$ cat src/rtl/uart_pkg.sv
// Shared constants and the receiver state encoding for the UART receive path.
package uart_pkg;

   // Default system clock and line rate.
   localparam int unsigned DEF_CLK_FREQ     = 100_000_000;
   localparam int unsigned DEF_BAUD         = 9600;

   // Derived bit timing at the default rates (integer division, truncated).
   localparam int unsigned DEF_CLKS_PER_BIT = DEF_CLK_FREQ / DEF_BAUD;
   localparam int unsigned DEF_HALF_BIT     = DEF_CLKS_PER_BIT / 2;

   // Receiver FSM encoding, 3 bits.
   typedef enum logic [2:0] {
      ST_IDLE      = 3'd0,
      ST_START     = 3'd1,
      ST_DATA      = 3'd2,
      ST_STOP      = 3'd3,
      ST_WAIT_IDLE = 3'd4
   } rx_state_e;

   // Width of a counter that must reach n-1; never narrower than one bit.
   function automatic int unsigned cnt_width(input int unsigned n);
      int unsigned w;
      w = $clog2(n);
      return (w < 1) ? 1 : w;
   endfunction

endpackage

$ cat src/rtl/uart_rx_byte_if.sv
// Byte handshake between the UART receiver and the LCD sequencer.
interface uart_rx_byte_if;
   logic [7:0] rx_data;
   logic       rx_valid;
   logic       rx_ready;

   // Receiver side drives data/valid, sequencer drives ready.
   modport master (output rx_data, output rx_valid, input rx_ready);
   modport slave  (input rx_data, input rx_valid, output rx_ready);
endinterface

$ cat src/rtl/sync_2ff.sv
// Generic two-flop synchroniser for asynchronous inputs (RXD, buttons).
module sync_2ff #(
   parameter bit RESET_VAL = 1'b1
) (
   input  logic clk,
   input  logic reset,
   input  logic d,
   output logic q
);

   logic meta_q;
   logic sync_q;

   // First flop may go metastable; the second gives it a full cycle to settle.
   always_ff @(posedge clk) begin
      // NOTE: sequential state uses non-blocking (<=) so every flop sees pre-edge values.
      if (reset) begin
         meta_q <= RESET_VAL;
         sync_q <= RESET_VAL;
      end else begin
         meta_q <= d;
         sync_q <= meta_q;
      end
   end

   assign q = sync_q;

endmodule

$ cat src/rtl/uart_rx_byte.sv
// 8N1 UART receiver with a one-entry holding register and valid/ready output.
module uart_rx_byte
   import uart_pkg::*;
#(
   parameter int unsigned CLK_FREQ     = DEF_CLK_FREQ,
   parameter int unsigned BAUD         = DEF_BAUD,
   parameter int unsigned CLKS_PER_BIT = CLK_FREQ / BAUD
) (
   input  logic             clk,
   input  logic             reset,
   input  logic             RXD,
   uart_rx_byte_if.master   rx_if,
   output logic             frame_err,
   output logic             overrun
);

   localparam int unsigned    CW       = cnt_width(CLKS_PER_BIT);
   localparam logic [CW-1:0]  CNT_LAST = CW'(CLKS_PER_BIT - 1);
   localparam logic [CW-1:0]  CNT_HALF = CW'(CLKS_PER_BIT / 2 - 1);

   logic          rxs;
   rx_state_e     state_q, state_d;
   logic [CW-1:0] cnt_q, cnt_d;
   logic [2:0]    idx_q, idx_d;
   logic [7:0]    shreg_q, shreg_d;
   logic [7:0]    data_q, data_d;
   logic          valid_q, valid_d;
   logic          ferr_q, ferr_d;
   logic          ovr_q, ovr_d;
   logic          byte_done;

   sync_2ff #(.RESET_VAL(1'b1)) u_sync (
      .clk   (clk),
      .reset (reset),
      .d     (RXD),
      .q     (rxs)
   );

   // Frame sequencing plus holding-register update for the next cycle.
   always_comb begin
      // NOTE: every output gets a default first so no path leaves a latch behind.
      state_d   = state_q;
      cnt_d     = cnt_q + CW'(1);
      idx_d     = idx_q;
      shreg_d   = shreg_q;
      data_d    = data_q;
      valid_d   = valid_q;
      ferr_d    = 1'b0;
      ovr_d     = 1'b0;
      byte_done = 1'b0;

      case (state_q)
         ST_IDLE: begin
            cnt_d = '0;
            if (!rxs) state_d = ST_START;
         end
         ST_START: begin
            if (cnt_q == CNT_HALF) begin
               cnt_d   = '0;
               idx_d   = 3'd0;
               // A start bit that is high again at mid-bit was a glitch.
               state_d = rxs ? ST_IDLE : ST_DATA;
            end
         end
         ST_DATA: begin
            if (cnt_q == CNT_LAST) begin
               cnt_d          = '0;
               shreg_d[idx_q] = rxs;
               idx_d          = idx_q + 3'd1;
               if (idx_q == 3'd7) state_d = ST_STOP;
            end
         end
         ST_STOP: begin
            if (cnt_q == CNT_LAST) begin
               cnt_d = '0;
               if (rxs) begin
                  byte_done = 1'b1;
                  state_d   = ST_IDLE;
               end else begin
                  ferr_d  = 1'b1;
                  state_d = ST_WAIT_IDLE;
               end
            end
         end
         ST_WAIT_IDLE: begin
            // Hold off until the line returns high so a break cannot look like a start.
            cnt_d = '0;
            if (rxs) state_d = ST_IDLE;
         end
         default: begin
            cnt_d   = '0;
            state_d = ST_IDLE;
         end
      endcase

      // A completed byte wins over a plain accept; a full, unaccepted register drops it.
      if (byte_done) begin
         if (!valid_q || rx_if.rx_ready) begin
            data_d  = shreg_q;
            valid_d = 1'b1;
         end else begin
            ovr_d = 1'b1;
         end
      end else if (valid_q && rx_if.rx_ready) begin
         valid_d = 1'b0;
      end
   end

   // All receiver state and registered outputs, synchronously reset.
   always_ff @(posedge clk) begin
      if (reset) begin
         state_q <= ST_IDLE;
         cnt_q   <= '0;
         idx_q   <= 3'd0;
         shreg_q <= 8'h00;
         data_q  <= 8'h00;
         valid_q <= 1'b0;
         ferr_q  <= 1'b0;
         ovr_q   <= 1'b0;
      end else begin
         state_q <= state_d;
         cnt_q   <= cnt_d;
         idx_q   <= idx_d;
         shreg_q <= shreg_d;
         data_q  <= data_d;
         valid_q <= valid_d;
         ferr_q  <= ferr_d;
         ovr_q   <= ovr_d;
      end
   end

   assign rx_if.rx_data  = data_q;
   assign rx_if.rx_valid = valid_q;
   assign frame_err      = ferr_q;
   assign overrun        = ovr_q;

endmodule
$ cat src/flat_wrapper.sv
// flat-port wrapper written by rule: the top's interface ports become plain ports
module uart_rx_byte_flat import uart_pkg::*;
#(
   parameter int unsigned CLK_FREQ     = DEF_CLK_FREQ,
   parameter int unsigned BAUD         = DEF_BAUD,
   parameter int unsigned CLKS_PER_BIT = CLK_FREQ / BAUD
)
  (clk, reset, RXD, frame_err, overrun, rx_if_rx_data, rx_if_rx_valid, rx_if_rx_ready);
  uart_rx_byte_if rx_if_i ();
  input  logic clk;
  input  logic reset;
  input  logic RXD;
  output logic frame_err;
  output logic overrun;
  output wire logic [$bits(rx_if_i.rx_data)-1:0] rx_if_rx_data;
  output wire logic [$bits(rx_if_i.rx_valid)-1:0] rx_if_rx_valid;
  input wire logic [$bits(rx_if_i.rx_ready)-1:0] rx_if_rx_ready;
  assign rx_if_rx_data = rx_if_i.rx_data;
  assign rx_if_rx_valid = rx_if_i.rx_valid;
  assign rx_if_i.rx_ready = rx_if_rx_ready;
  uart_rx_byte #(.CLK_FREQ(CLK_FREQ), .BAUD(BAUD), .CLKS_PER_BIT(CLKS_PER_BIT)) u_core (.clk(clk), .reset(reset), .RXD(RXD), .rx_if(rx_if_i), .frame_err(frame_err), .overrun(overrun));
endmodule
$ cat config.mk
export PLATFORM = sky130hd
export DESIGN_NAME = uart_rx_byte_flat
export DESIGN_NICKNAME = d
export VERILOG_FILES = /design/src/rtl/uart_pkg.sv /design/src/rtl/uart_rx_byte_if.sv /design/src/rtl/sync_2ff.sv /design/src/rtl/uart_rx_byte.sv /design/src/flat_wrapper.sv
export SDC_FILE = /design/constraint.sdc
export NUM_CORES = 1
export LEC_CHECK = 0
export BUFFER_PORTS_ARGS = -buffer_cell sky130_fd_sc_hd__buf_4
export CAP_MARGIN = 20
export CORE_MARGIN = 5
export CORE_UTILIZATION = 28
export DETAILED_ROUTE_END_ITERATION = 8
export PLACE_DENSITY_LB_ADDON = 0.3
export SYNTH_ARGS = -nofsm -noshare
export SYNTH_HDL_FRONTEND = slang
export SYNTH_SLANG_ARGS = --single-unit
$ cat constraint.sdc
create_clock -name clk -period 2.2 [get_ports clk]
set_input_delay 0.44 -clock clk [delete_from_list [all_inputs] [get_ports clk]]
set_output_delay 0.44 -clock clk [all_outputs]
set_load 0.05 [all_outputs]
# Word-level counts from Yosys, hierarchy flattened
# Cells that the tools add are included.
# totals
regBits	41
out_inout_bits	11
word_cells	72
# op_classes
add_sub_neg	2
n_mux	26
reduce_logical	15
bitwise_logic	3
order_cmp	2
eq_ne	14
# ops
op	count
14-bit 2-to-1 mux	2
14-bit case mux with 2 select lines	1
3-bit 2-to-1 mux	9
3-bit case mux with 5 select lines	1
14-bit by 1-bit adder with 14-bit output, second input constant	1
14-bit by 13-bit equality test with 1-bit output, second input constant	1
14-bit equality test, second input constant	1
1-bit 2-to-1 mux	9
8-bit bitwise mux	1
2-bit by 1-bit inequality test with 1-bit output, second input constant	4
3-bit by 2-bit equality test with 1-bit output, second input constant	2
3-bit equality test, second input constant	2
2-bit inequality test, second input constant	3
3-bit case mux with 2 select lines	1
2-bit AND reduction	3
6-bit AND reduction	1
3-bit by 4-bit < comparator with 1-bit output, second input constant	1
2-bit nonzero test	2
2-bit OR reduction	2
3-bit by 1-bit adder with 3-bit output, second input constant	1
1-bit demux with 3-bit select	1
3-bit by 1-bit equality test with 1-bit output, second input constant	1
3-bit by 1-bit >= comparator with 1-bit output, second input constant	1
3-bit zero test	1
other kinds (7)	10

# Longest topological paths before layout
# depth
word_depth	5
mapped_depth	7
depth_no_buf	5

# Modules after synthesis
# From an unflattened synthesis, not the netlist that was laid out.
# unflattened
hier_cells	200
area_unflattened_um2	1861.8
# modules_own_cells
mod	instances	cells_per_inst	area_each_um2
uart_rx_byte	1	196	1809.2
sync_2ff	1	4	52.6

# Worst setup path before layout
# Ideal clock, no wire load.
# synth_timing
path_type	reg-to-reg
from	register u_core.cnt_q[0]
to	register u_core.state_q[0]
arrival_time_ns	1.511
path_stages_with_launch	8
n_path_buf	2
slack_ns	0.622
required_time_ns	2.133
path_cell_list	dfxtp_1 -> ha_1 -> and3_1 -> buf_4 -> nand4_4 -> buf_6 -> a2111o_1 -> o21ai_2
# synth_via
elab_chain_cells	3
elab_cells_between_ends	6
# synth_lines
element	line	text
from (decl)	uart_rx_byte.sv:23	logic [CW-1:0] cnt_q, cnt_d;
from (signal assigned)	uart_rx_byte.sv:122	cnt_q <= cnt_d;
14-bit equality test or 14-bit by 13-bit equality test with 1-bit output (tied branches)	uart_rx_byte.sv:66, uart_rx_byte.sv:74, uart_rx_byte.sv:58	
2-bit by 1-bit inequality test with 1-bit output (no line)	--	
6-bit AND reduction (no line) (*)	--	
to (signal assigned)	uart_rx_byte.sv:121	state_q <= state_d;
to (decl)	uart_rx_byte.sv:22	rx_state_e state_q, state_d;
# Mark *: on every way between the ends. The rest lies on a longest branch, timed or not.
# A chain may end at the register's enable or synchronous reset.

# Final worst setup path
# layout_timing
from	register u_core.cnt_q[0]
to	register u_core.idx_q[1]
# layout_via
elab_chain_cells	3
elab_cells_between_ends	5
# layout_lines
element	line	text
14-bit equality test or 14-bit by 13-bit equality test with 1-bit output (tied branches)	uart_rx_byte.sv:66, uart_rx_byte.sv:58	
2-bit by 1-bit inequality test with 1-bit output (no line)	--	
3-bit AND reduction (no line) (*)	--	
to (signal assigned)	uart_rx_byte.sv:123	idx_q <= idx_d;
to (decl)	uart_rx_byte.sv:24	logic [2:0] idx_q, idx_d;
# Marked as above.

==> reports/results.tsv <==
metric	value	unit
status	completed	
peak supply drop	0.000201	V
top-count cell post-synth	dfxtp_1	
Placer Congestion	0.725	
initial DRC count	101	
fin util	33.0	%
CP Data Arrival Time	2.10	ns
max_slew headroom	63.6	%
Post-Syn Area	0.00198	mm²
CTS max path bufs	2	
Post-layout nets	225	
Setup violations, final	0	
largest net degree at the start of global routing	33	
Final TNS setup	0	ns
count of pins over their slew limit	0	
CTS tree	done	
later-pin clock latency in the skew report	0.30	ns
hold path startpoint	RXD	
fill count	708	
GR Overflow Total	0	
Hold Fails Final Rpt	0	
Port Buffer Count	14	
worst r2r src	u_core.cnt_q[0]	
HPWL Detailed	2570	µm
crit path time final	1.89	ns
sw power	305	µW
residual DRC count	0	
Mapped Nets	216	
switching share of total power	21.7	%
leakage	0.000811	µW
IO Count	15	
Clock transition at path regs	0.08	ns
CP endpoint kind	flop	
Worst R2R End	u_core.idx_q[1]	
MaxCap Viol Count	0	
Row Count	30	
H-Tree Depth	2	
number of global-route vias before repair	1436	
CTS Buf Count	5	
wire per inst	12.4	µm
Clock Sinks	41	
met3 Resource Use GR	2.72	%
initial core utilization	29.0	%
Root Buffer	clkbuf_8	
Syn-to-layout area delta	13.6	%
Top FF cell, synth	dfxtp_1	
ys async rst share	0	%
worst-path maximum fanout	16	
CORE AREA	0.00683	mm²
area leader, netlist	dfxtp_1	
Avg Synthesized Cell Area	9.49	µm²
hold buffers post-CTS	0	
Setup crit start	u_core.cnt_q[0]	
Seq cells post-synth	41	
Die H	94.2	µm
GR peak layer	met2	
hold path endpoint	u_core.u_sync.meta_q	
Hold Crit Depth	2	
First-pass DRT Iterations	4	
DP Cell Count	307	
crit start category	flop	
fin cells	315	
most instantiated cells after synthesis	dfxtp_1, nand3_1, nand2b_1	
P per Cell Area	622	mW/mm²
Reg power frac	53.3	%
worst hold path type	input port to flop	
number of synthesized flops with an enable pin	0	
grt met1 use	12.7	%
skew final	0.00518	ns
Critical Path, Cell by Cell	ha_1 -> and4_1 -> and4_1 -> nand2_1 -> o32ai_1	
Comb pwr share	2.6	%
internal power	1100	µW
first-pass GRT wire length	6760	µm
Period Utilization, post-route	85.8	%
CP most frequent cell	and4_1	
initial antenna violation count	0	
cells after synthesis	209	
Ant. Diodes	0	
vias per cell	4.75	
leading post-synthesis cells by cell area	dfxtp_1, nand2b_1, nand3_1	
final wirelength	3900	µm
die width	94.2	µm
vias post-DR	1496	
total die area	0.00887	mm²
Post-CTS Setup Inserts	0	
RSZ-0062 raised after global routing	false	
Worst EP required	2.41	ns
r2r worst-path depth	5	
crit-path max cell delay	0.53	ns
Worst-Margin Slew	0.545	ns
clock network power share	44.1	%
WS Path Type	flop to flop	
top cell type's share of synthesized area	41.4	%
Seq/Total Area, Yosys	41.4	%
r2r setup slk	0.31	ns
layout cell share with drive strength beyond 1	18.7	%
CTS resizes	0	
Routed Antenna Nets	0	
slowest stage cell on the critical path	and4_1	
Syn. warnings	0	
Fmax achieved	0.530	GHz
met2 Use GR	14.2	%
post-synth cell types	48	
total track usage	9.61	%
==> sequential cells by signal, summed over array words and instances, names as in the netlist <==
name and cells:
u_core.idx_q 3, u_core.frame_err 1, u_core.state_q 3, u_core.cnt_q 14, u_core.u_sync.q 1, u_core.overrun 1, u_core.shreg_q 8, u_core.u_sync.meta_q 1
u_core.rx_if.rx_data 8, u_core.rx_if.rx_valid 1
==> critical path, delay by kind of cell, from the launching register on <==
kind	cells	cell delay, ns
compound gates	1	0.25
simple gates	3	0.93
fa+ha+maj	1	0.24
flops	1	0.37
==> area by class of cell <==
| type | instances | area [µm²] | share of cell area (%) |
|---|---|---|---|
| multi-input cells | 151 | 1060 | 47.2 |
| flip-flops and latches | 41 | 821 | 36.4 |
| repair buffers | 17 | 128 | 5.66 |
| well taps | 96 | 120 | 5.33 |
| clock buffers | 5 | 68.8 | 3.05 |
| clock inverters | 3 | 46.3 | 2.05 |
| inverters | 2 | 7.51 | 0.333 |
==> metal layers <==
metal	part of all wire, %	vias up	wire (µm)
met5	0	-	0
met4	2.2	0	85
met3	4.0	6	157
met2	41	23	1620
met1	52	689	2040
li1	-	778	-
==> power by group through the flow <==
stage | registers [µW] | logic [µW] | clock network, µW
after floorplan | 763 | 30.5 | 0
after global placement | 765 | 37.3 | 0
after detailed placement | 765 | 37.3 | 0
after CTS | 748 | 37.2 | 637
after global routing | 748 | 41.1 | 665
final | 748 | 36.2 | 618
==> layout by cell type (no fill, tap or decap), drive strengths merged, types with 6 or more instances in the layout <==
cell type	Yosys	routed
a21oi	10	10
and4	6	6
buf	10	17
dfxtp	41	41
mux2i	8	8
nand2b	15	15
nand3	17	17
nor3	14	14
o21ai	11	11
xor2	7	7
==> worst max-delay path by stage <==
| stage | to | cells past startpoint |
|---|---|---|
| 3_5_place_dp | u_core.rx_if.rx_data[0] | 6 |
| 4_1_cts | u_core.idx_q[1] | 5 |
| 6_report | u_core.idx_q[1] | 5 |
| 3_3_place_gp | u_core.rx_if.rx_data[5] | 6 |
| 2_1_floorplan | u_core.state_q[0] | 7 |
| 5_1_grt | u_core.rx_if.rx_data[6] | 6 |
==> cells by family (layout without fill, tap and decap cells) <==
logic type / count (synthesis) / count (layout) / synth area share, %
xor gates and xnor gates: 10 / 10 / 4.41
adders and majority gates: 3 / 3 / 1.89
muxes: 8 / 8 / 4.04
DFF: 41 / 41 / 41.4
and+or+nand+nor: 98 / 98 / 31.9
AOI/OAI and AO/OA: 32 / 32 / 11.4
buffers and inverters: 17 / 27 / 5.04
==> metrics by stage <==
step / area, µm² / setup WS [ns] / total power [µW] / hold slack, ns
2_1_floorplan: 1980 / 0.622 / 794 / 0.389
3_3_place_gp: 2140 / 0.398 / 802 / 0.397
3_5_place_dp: 2140 / 0.361 / 802 / 0.399
4_1_cts: 2250 / 0.323 / 1420 / 0.317
5_1_grt: 2250 / 0.138 / 1450 / 0.318
6_report: 2250 / 0.313 / 1400 / 0.325
Power figures use the tool's default switching activity.
